## config.mk

```make
export PLATFORM = sky130hd
export DESIGN_NAME = ac_dig
export DESIGN_NICKNAME = d
export VERILOG_FILES = /design/src/rtl/ac_pkg.sv /design/src/rtl/ac_filt.sv /design/src/rtl/ac_dig.sv
export SDC_FILE = /design/constraint.sdc
export NUM_CORES = 1
export LEC_CHECK = 0
export ABC_AREA = 1
export CAP_MARGIN = 0
export CORE_MARGIN = 1
export CORE_UTILIZATION = 40
export DETAILED_ROUTE_END_ITERATION = 10
export PLACE_DENSITY = 0.6
export SLEW_MARGIN = 0
export SYNTH_ARGS = -nofsm -noshare
export SYNTH_HDL_FRONTEND = slang
export SYNTH_SLANG_ARGS = --single-unit
```

## constraint.sdc

```tcl
create_clock -name clk -period 4.11 [get_ports clk]
set_input_delay 0.6165 -clock clk [delete_from_list [all_inputs] [get_ports clk]]
set_output_delay 0.6165 -clock clk [all_outputs]
set_load 0.01 [all_outputs]
```

## src/rtl/ac_pkg.sv

```systemverilog
// Shared definitions for the analog-comparator digital controller:
// register map, FSM states, edge-select encoding and field positions.
package ac_pkg;

    localparam logic [1:0] AC_CTRL   = 2'd0;
    localparam logic [1:0] AC_STATUS = 2'd1;
    localparam logic [1:0] AC_FILT   = 2'd2;

    typedef enum logic [1:0] {
        AC_OFF,
        AC_SETTLE,
        AC_RUN
    } ac_state_t;

    typedef enum logic [1:0] {
        AC_IS_TOG0 = 2'b00,
        AC_IS_TOG1 = 2'b01,
        AC_IS_FALL = 2'b10,
        AC_IS_RISE = 2'b11
    } ac_isel_t;

    localparam int CTRL_ACEN     = 0;
    localparam int CTRL_ACIS_LSB = 1;
    localparam int CTRL_ACIS_MSB = 2;
    localparam int CTRL_ACIE     = 3;

    localparam int STAT_ACO   = 0;
    localparam int STAT_ACI   = 1;
    localparam int STAT_READY = 2;

    // Whether a change away from old_v counts as an interrupting edge.
    function automatic logic edge_hit(input ac_isel_t isel, input logic old_v);
        logic hit;
        case (isel)
            AC_IS_FALL: hit = old_v;
            AC_IS_RISE: hit = ~old_v;
            default:    hit = 1'b1;
        endcase
        return hit;
    endfunction

endpackage

```

## src/rtl/ac_filt.sv

```systemverilog
// Comparator input conditioning: two-flop synchroniser followed by a
// run-length glitch filter that drives the filtered comparator value.
module ac_filt
    import ac_pkg::*;
#(
    parameter int FILT_W = 4
) (
    input  logic              clk,
    input  logic              rst,
    input  logic              run,
    input  logic              load,
    input  logic [FILT_W-1:0] n,
    input  logic              din,
    output logic              dout,
    output logic              upd
);

    logic              s1_q, s2_q;
    logic              aco_q, aco_d;
    logic [FILT_W-1:0] cnt_q, cnt_d;

    always_ff @(posedge clk or negedge rst) begin
        if (!rst) begin
            s1_q  <= 1'b0;
            s2_q  <= 1'b0;
            aco_q <= 1'b0;
            cnt_q <= '0;
        end else begin
            s1_q  <= din;
            s2_q  <= s1_q;
            aco_q <= aco_d;
            cnt_q <= cnt_d;
        end
    end

    // aco only follows s2 after it has disagreed for n+1 consecutive compares.
    always_comb begin
        aco_d = aco_q;
        cnt_d = cnt_q;
        upd   = 1'b0;
        if (load) begin
            aco_d = s2_q;
            cnt_d = '0;
        end else if (run) begin
            if (s2_q == aco_q) begin
                cnt_d = '0;
            end else if (cnt_q == n) begin
                aco_d = s2_q;
                cnt_d = '0;
                upd   = 1'b1;
            end else begin
                cnt_d = cnt_q + FILT_W'(1);
            end
        end
    end

    assign dout = aco_q;

endmodule

```

## src/rtl/ac_dig.sv

```systemverilog
// Analog comparator controller: enable/settle sequencing, register file,
// edge detection and sticky interrupt flag on top of the input filter.
module ac_dig
    import ac_pkg::*;
#(
    parameter int SETTLE_CYC = 16,
    parameter int FILT_W     = 4
) (
    input  logic       clk,
    input  logic       rst,
    input  logic       acout,
    output logic       acenable,
    input  logic [1:0] addr,
    input  logic [7:0] wdata,
    input  logic       we,
    output logic [7:0] rdata,
    output logic       aco,
    output logic       irq
);

    localparam logic [7:0] SETTLE_LOAD = 8'(SETTLE_CYC - 1);

    ac_state_t         state_q, state_d;
    logic [7:0]        settle_q, settle_d;
    logic              acen_q, acen_d;
    ac_isel_t          acis_q, acis_d;
    logic              acie_q, acie_d;
    logic              aci_q, aci_d;
    logic [FILT_W-1:0] filt_q, filt_d;

    logic              load;
    logic              run;
    logic              upd;
    logic              edge_set;
    logic              wr_ctrl, wr_status, wr_filt;
    logic [7:0]        status;
    logic              unused_wdata;

    assign unused_wdata = ^wdata[7:4];

    assign wr_ctrl   = we && (addr == AC_CTRL);
    assign wr_status = we && (addr == AC_STATUS);
    assign wr_filt   = we && (addr == AC_FILT);

    always_ff @(posedge clk or negedge rst) begin
        if (!rst) begin
            state_q  <= AC_OFF;
            settle_q <= '0;
            acen_q   <= 1'b0;
            acis_q   <= AC_IS_TOG0;
            acie_q   <= 1'b0;
            aci_q    <= 1'b0;
            filt_q   <= '0;
        end else begin
            state_q  <= state_d;
            settle_q <= settle_d;
            acen_q   <= acen_d;
            acis_q   <= acis_d;
            acie_q   <= acie_d;
            aci_q    <= aci_d;
            filt_q   <= filt_d;
        end
    end

    // Every enable goes through a full settle; load fires on the SETTLE->RUN step.
    always_comb begin
        state_d  = state_q;
        settle_d = settle_q;
        load     = 1'b0;
        case (state_q)
            AC_OFF: begin
                settle_d = '0;
                if (acen_q) begin
                    state_d  = AC_SETTLE;
                    settle_d = SETTLE_LOAD;
                end
            end
            AC_SETTLE: begin
                if (!acen_q) begin
                    state_d  = AC_OFF;
                    settle_d = '0;
                end else if (settle_q == 8'd0) begin
                    state_d = AC_RUN;
                    load    = 1'b1;
                end else begin
                    settle_d = settle_q - 8'd1;
                end
            end
            AC_RUN: begin
                if (!acen_q) begin
                    state_d = AC_OFF;
                end
            end
            default: begin
                state_d  = AC_OFF;
                settle_d = '0;
            end
        endcase
    end

    assign run      = (state_q == AC_RUN);
    assign acenable = acen_q && (state_q != AC_OFF);

    ac_filt #(
        .FILT_W (FILT_W)
    ) u_filt (
        .clk  (clk),
        .rst  (rst),
        .run  (run),
        .load (load),
        .n    (filt_q),
        .din  (acout),
        .dout (aco),
        .upd  (upd)
    );

    assign edge_set = upd && edge_hit(acis_q, aco);

    always_comb begin
        acen_d = acen_q;
        acis_d = acis_q;
        acie_d = acie_q;
        filt_d = filt_q;
        aci_d  = aci_q;
        if (wr_ctrl) begin
            acen_d = wdata[CTRL_ACEN];
            acis_d = ac_isel_t'(wdata[CTRL_ACIS_MSB:CTRL_ACIS_LSB]);
            acie_d = wdata[CTRL_ACIE];
        end
        if (wr_filt) begin
            filt_d = wdata[FILT_W-1:0];
        end
        // A same-cycle set beats the write-1-to-clear.
        if (edge_set) begin
            aci_d = 1'b1;
        end else if (wr_status && wdata[STAT_ACI]) begin
            aci_d = 1'b0;
        end
    end

    assign irq = aci_q && acie_q;

    always_comb begin
        status             = '0;
        status[STAT_ACO]   = aco;
        status[STAT_ACI]   = aci_q;
        status[STAT_READY] = run;
    end

    always_comb begin
        rdata = '0;
        case (addr)
            AC_CTRL: begin
                rdata[CTRL_ACEN]                    = acen_q;
                rdata[CTRL_ACIS_MSB:CTRL_ACIS_LSB]  = acis_q;
                rdata[CTRL_ACIE]                    = acie_q;
            end
            AC_STATUS: rdata = status;
            AC_FILT:   rdata = 8'(filt_q);
            default:   rdata = '0;
        endcase
    end

endmodule

```

==> results.yml <==
sta:
  timing_hold_violations_final: 0
  setup_viol_count_final: 0
  skew_ns: 0.002791
  post-route-period-util_pct: 68.12
  fin_worst_hold_slack_ns: 0.3604
  drv_slew: 0
  setup_tns_ns: 0
  max_clock_freq_mhz: 357.2
  unrepaired_setup_endpoints_after_global_routing: "no"
  final_period_minus_worst_setup_slack_ns: 2.800
routing:
  detailed_router_iteration_count_before_antenna_repair: 4
  detail-route-antenna-nets: 0
  drt_drc_violations_left: 0
  routed_wl_mm: 3.083
  dr_total_vias: 1283
  post_drt_via_cell_ratio: 4.632
  detail_route.iter0.violations: 57
  post_drt_wl_per_cell_um: 11.13
finish:
  design.final.nets: 247
  post_route_cells_drive_above_1_share_pct: 9.607
  final_cell_area_um2: 1808
  regArea_um2: 650.6
  ant_cells: 0
  flow.area_growth_from_synthesis_pct: 17.19
  multi_input_gate_area_in_the_final_layout_um2: 734.5
  filler_cell_count: 374
  finish.cell_count_without_fillers: 277
clocking:
  postCtsSetupBuffers: 0
  clk_latency_ns: 0.27
  tritoncts: "yes"
  clock_tree.htree_level_count: 1
  numCtsBuffers: 3
  cts-hold-fix-buffers: 0
  cts.reportedPaths.clkPinSlew_ns: 0.09
  cts-resized-gates: 0
  tritoncts_num_sinks: 26
  clockRootBuffer: "sky130_fd_sc_hd__clkbuf_8"
  cts_max_path_buffers: 2
placement:
  port-buffer-count: 16
  gpl.final_weighted_congestion: 0.7877
  place.detailed.instances: 273
  dp_area_um2: 1737
  hpwlAfterDp_mm: 2.341
synthesis:
  synth_area_in_simple_gates_pct: 32.77
  synth-warning-count: 0
  synth_top_family_by_area: "simple AND/OR/NAND/NOR gates"
  yosys.area_share.adder_pct: 2.433
  muxShareOfSynthArea_pct: 0
  synth_area_per_cell_um2: 7.346
  ys_seq_elements: 26
  netlist_instances: 210
  synth_compound_area_share_pct: 9.165
  synth_xor_xnor_area_share_pct: 2.271
  seq_area_frac_synth_pct: 42.17
  syn-cell-area_um2: 1543
  synth_cell_types: 24
pwr:
  power_frac_seq_pct: 39.9
  switching_part_of_the_total_power_pct: 36.12
  p_leak_nw: 0.9219
  switching_power_mw: 0.3132
  power_report.internal_total_mw: 0.5540
  clkPwrFrac_pct: 24.4
  fin_total_pwr_mw: 0.8672
  power_per_cell_area_nw_per_um2: 479.6
  comb_power_share_pct: 35.7
  highest_ir_drop_seen_on_vdd_v: 0.0002384
global_routing:
  grt_max_degree: 27
  first_global_vias: 1207
  antenna_found_initial: 0
  grt_overflow_total: 0
  grt_first_pass_wirelength_mm: 5.492
  gr_usage_total_pct: 17.68
floorplan:
  placementRows: 22
  core_area_um2: 3689
  initial_core_util_pct: 41.82
  io-pin-count: 25
  dieArea_um2: 4109
  die_w_um: 64.11
  dieHeight_um: 64.11
worst_setup_path:
  setup.worst_path.end_class: "output port"
  worstSetupPathType: "in2out"
  cp_max_fo: 5
  r2r_setup_slk_ns: 2.53
  timing.rr.start: "settle_q[0]"
  worst-r2r-cell-count: 9
  required_time_of_the_critical_path_ns: 3.49
  worst-endpoint-arrival_ns: 2.18
  start_point_of_the_critical_path: "addr[1]"
  crit_path_start_kind: "input pin"
  crit_path_end: "rdata[0]"
  reg2reg_to: "u_filt.cnt_q[3]"
run:
  maxcap_viol_count: 0
hold_path:
  type_of_the_most_critical_hold_path: "reg2reg"
run_status:
  status: "finished clean"
[cells in the final DEF (no fill, tap or decap), types with 2 or more instances in the layout]
master                             n
sky130_fd_sc_hd__nand3_1          18
sky130_fd_sc_hd__inv_1            27
sky130_fd_sc_hd__inv_2             6
sky130_fd_sc_hd__o211ai_1          2
sky130_fd_sc_hd__nor2_2            3
sky130_fd_sc_hd__o21ai_0          19
sky130_fd_sc_hd__ha_1              3
sky130_fd_sc_hd__clkdlybuf4s50_1  16
sky130_fd_sc_hd__conb_1            4
sky130_fd_sc_hd__nor2_4            2
sky130_fd_sc_hd__clkbuf_8          3
sky130_fd_sc_hd__nand2_1          64
sky130_fd_sc_hd__xor2_1            2
sky130_fd_sc_hd__xnor2_1           2
sky130_fd_sc_hd__a21oi_1           3
sky130_fd_sc_hd__nand2_4           2
sky130_fd_sc_hd__nor2_1           17
sky130_fd_sc_hd__dfrtp_1          26
sky130_fd_sc_hd__nand2_2           3
[worst min-delay path by stage]
stage / startpoint / endpoint / cells after the start
detailed placement: u_filt.s1_q / u_filt.s2_q / 0
global placement: u_filt.s1_q / u_filt.s2_q / 0
floorplan: rst / acen_q / 0
CTS: u_filt.s1_q / u_filt.s2_q / 0
global route: u_filt.s1_q / u_filt.s2_q / 0
finish: u_filt.s1_q / u_filt.s2_q / 0
[registers in the layout (all words and copies together) (netlist names)]
signal,cells
u_filt.dout,1
settle_q,8
acen_q,1
state_q,2
acis_q,2
aci_q,1
u_filt.s1_q,1
u_filt.s2_q,1
filt_q,4
acie_q,1
u_filt.cnt_q,4
[layer usage]
metal	track usage (%)	vias up	share of wire [%]
li1	-	682	-
met3	3.214	7	3.5
met4	8.056	0	2.2
met1	24.72	573	52
met5	0	-	0
met2	26.46	21	42
[per-stage QoR]
| step | setup WS, ns | util, % |
|---|---|---|
| detailed placement | 1.344 | 47.08 |
| floorplan | 2.439 | - |
| global route | 1.183 | 49.02 |
| global placement | 1.331 | 47.08 |
| finish | 1.310 | 49.02 |
| CTS | 1.320 | 49.02 |
[worst max-delay path, cell delays in order]
cell and delay, ns:
sky130_fd_sc_hd__clkdlybuf4s50_1 0.47, sky130_fd_sc_hd__inv_1 0.06, sky130_fd_sc_hd__nor2_1 0.24, sky130_fd_sc_hd__nand2_1 0.10, sky130_fd_sc_hd__o211ai_1 0.12, sky130_fd_sc_hd__clkdlybuf4s50_1 0.57
[area by class of cell]
cell class | instances | area share [%]
tap | 48 | 3.322
sequential | 26 | 35.99
inverter | 33 | 6.851
clock buffer | 3 | 2.284
multi-input combinational | 149 | 40.62
clock inverter | 1 | 1.661
timing repair buffer | 17 | 9.273
[power by group through the flow]
| stage | Clock (mW) | Combinational (mW) | Sequential [mW] |
|---|---|---|---|
| 2_1_floorplan | 0 | 0.230 | 0.340 |
| 3_3_place_gp | 0 | 0.304 | 0.349 |
| 3_5_place_dp | 0 | 0.307 | 0.350 |
| 4_1_cts | 0.216 | 0.309 | 0.346 |
| 5_1_grt | 0.228 | 0.355 | 0.353 |
| 6_report | 0.212 | 0.309 | 0.346 |
[cell usage after synthesis, drive strengths merged]
cell type  number  share of area (%)
a21boi          1               0.49
o211ai          2               0.97
nand4           1               0.41
a22o            1               0.57
ha              3                2.4
nor2           22                6.8
xnor2           2                1.1
nor3            1               0.32
nand2          69                 18
dfrtp          26                 42
conb            1               0.24
inv            33                8.0
nand3          19                7.0
xor2            2                1.1
buf             5                2.9
o21ai          19                6.2
a21oi           3               0.97
[cell families (layout without fill, tap and decap cells)]
| group | Yosys count | after routing |
|---|---|---|
| compound gates | 26 | 26 |
| xor+xnor | 4 | 4 |
| fa+ha+maj | 3 | 3 |
| buf+inv | 38 | 54 |
| flops | 26 | 26 |
| other cells | 1 | 4 |
| simple gates | 112 | 112 |
Power figures use the tool's default switching activity.
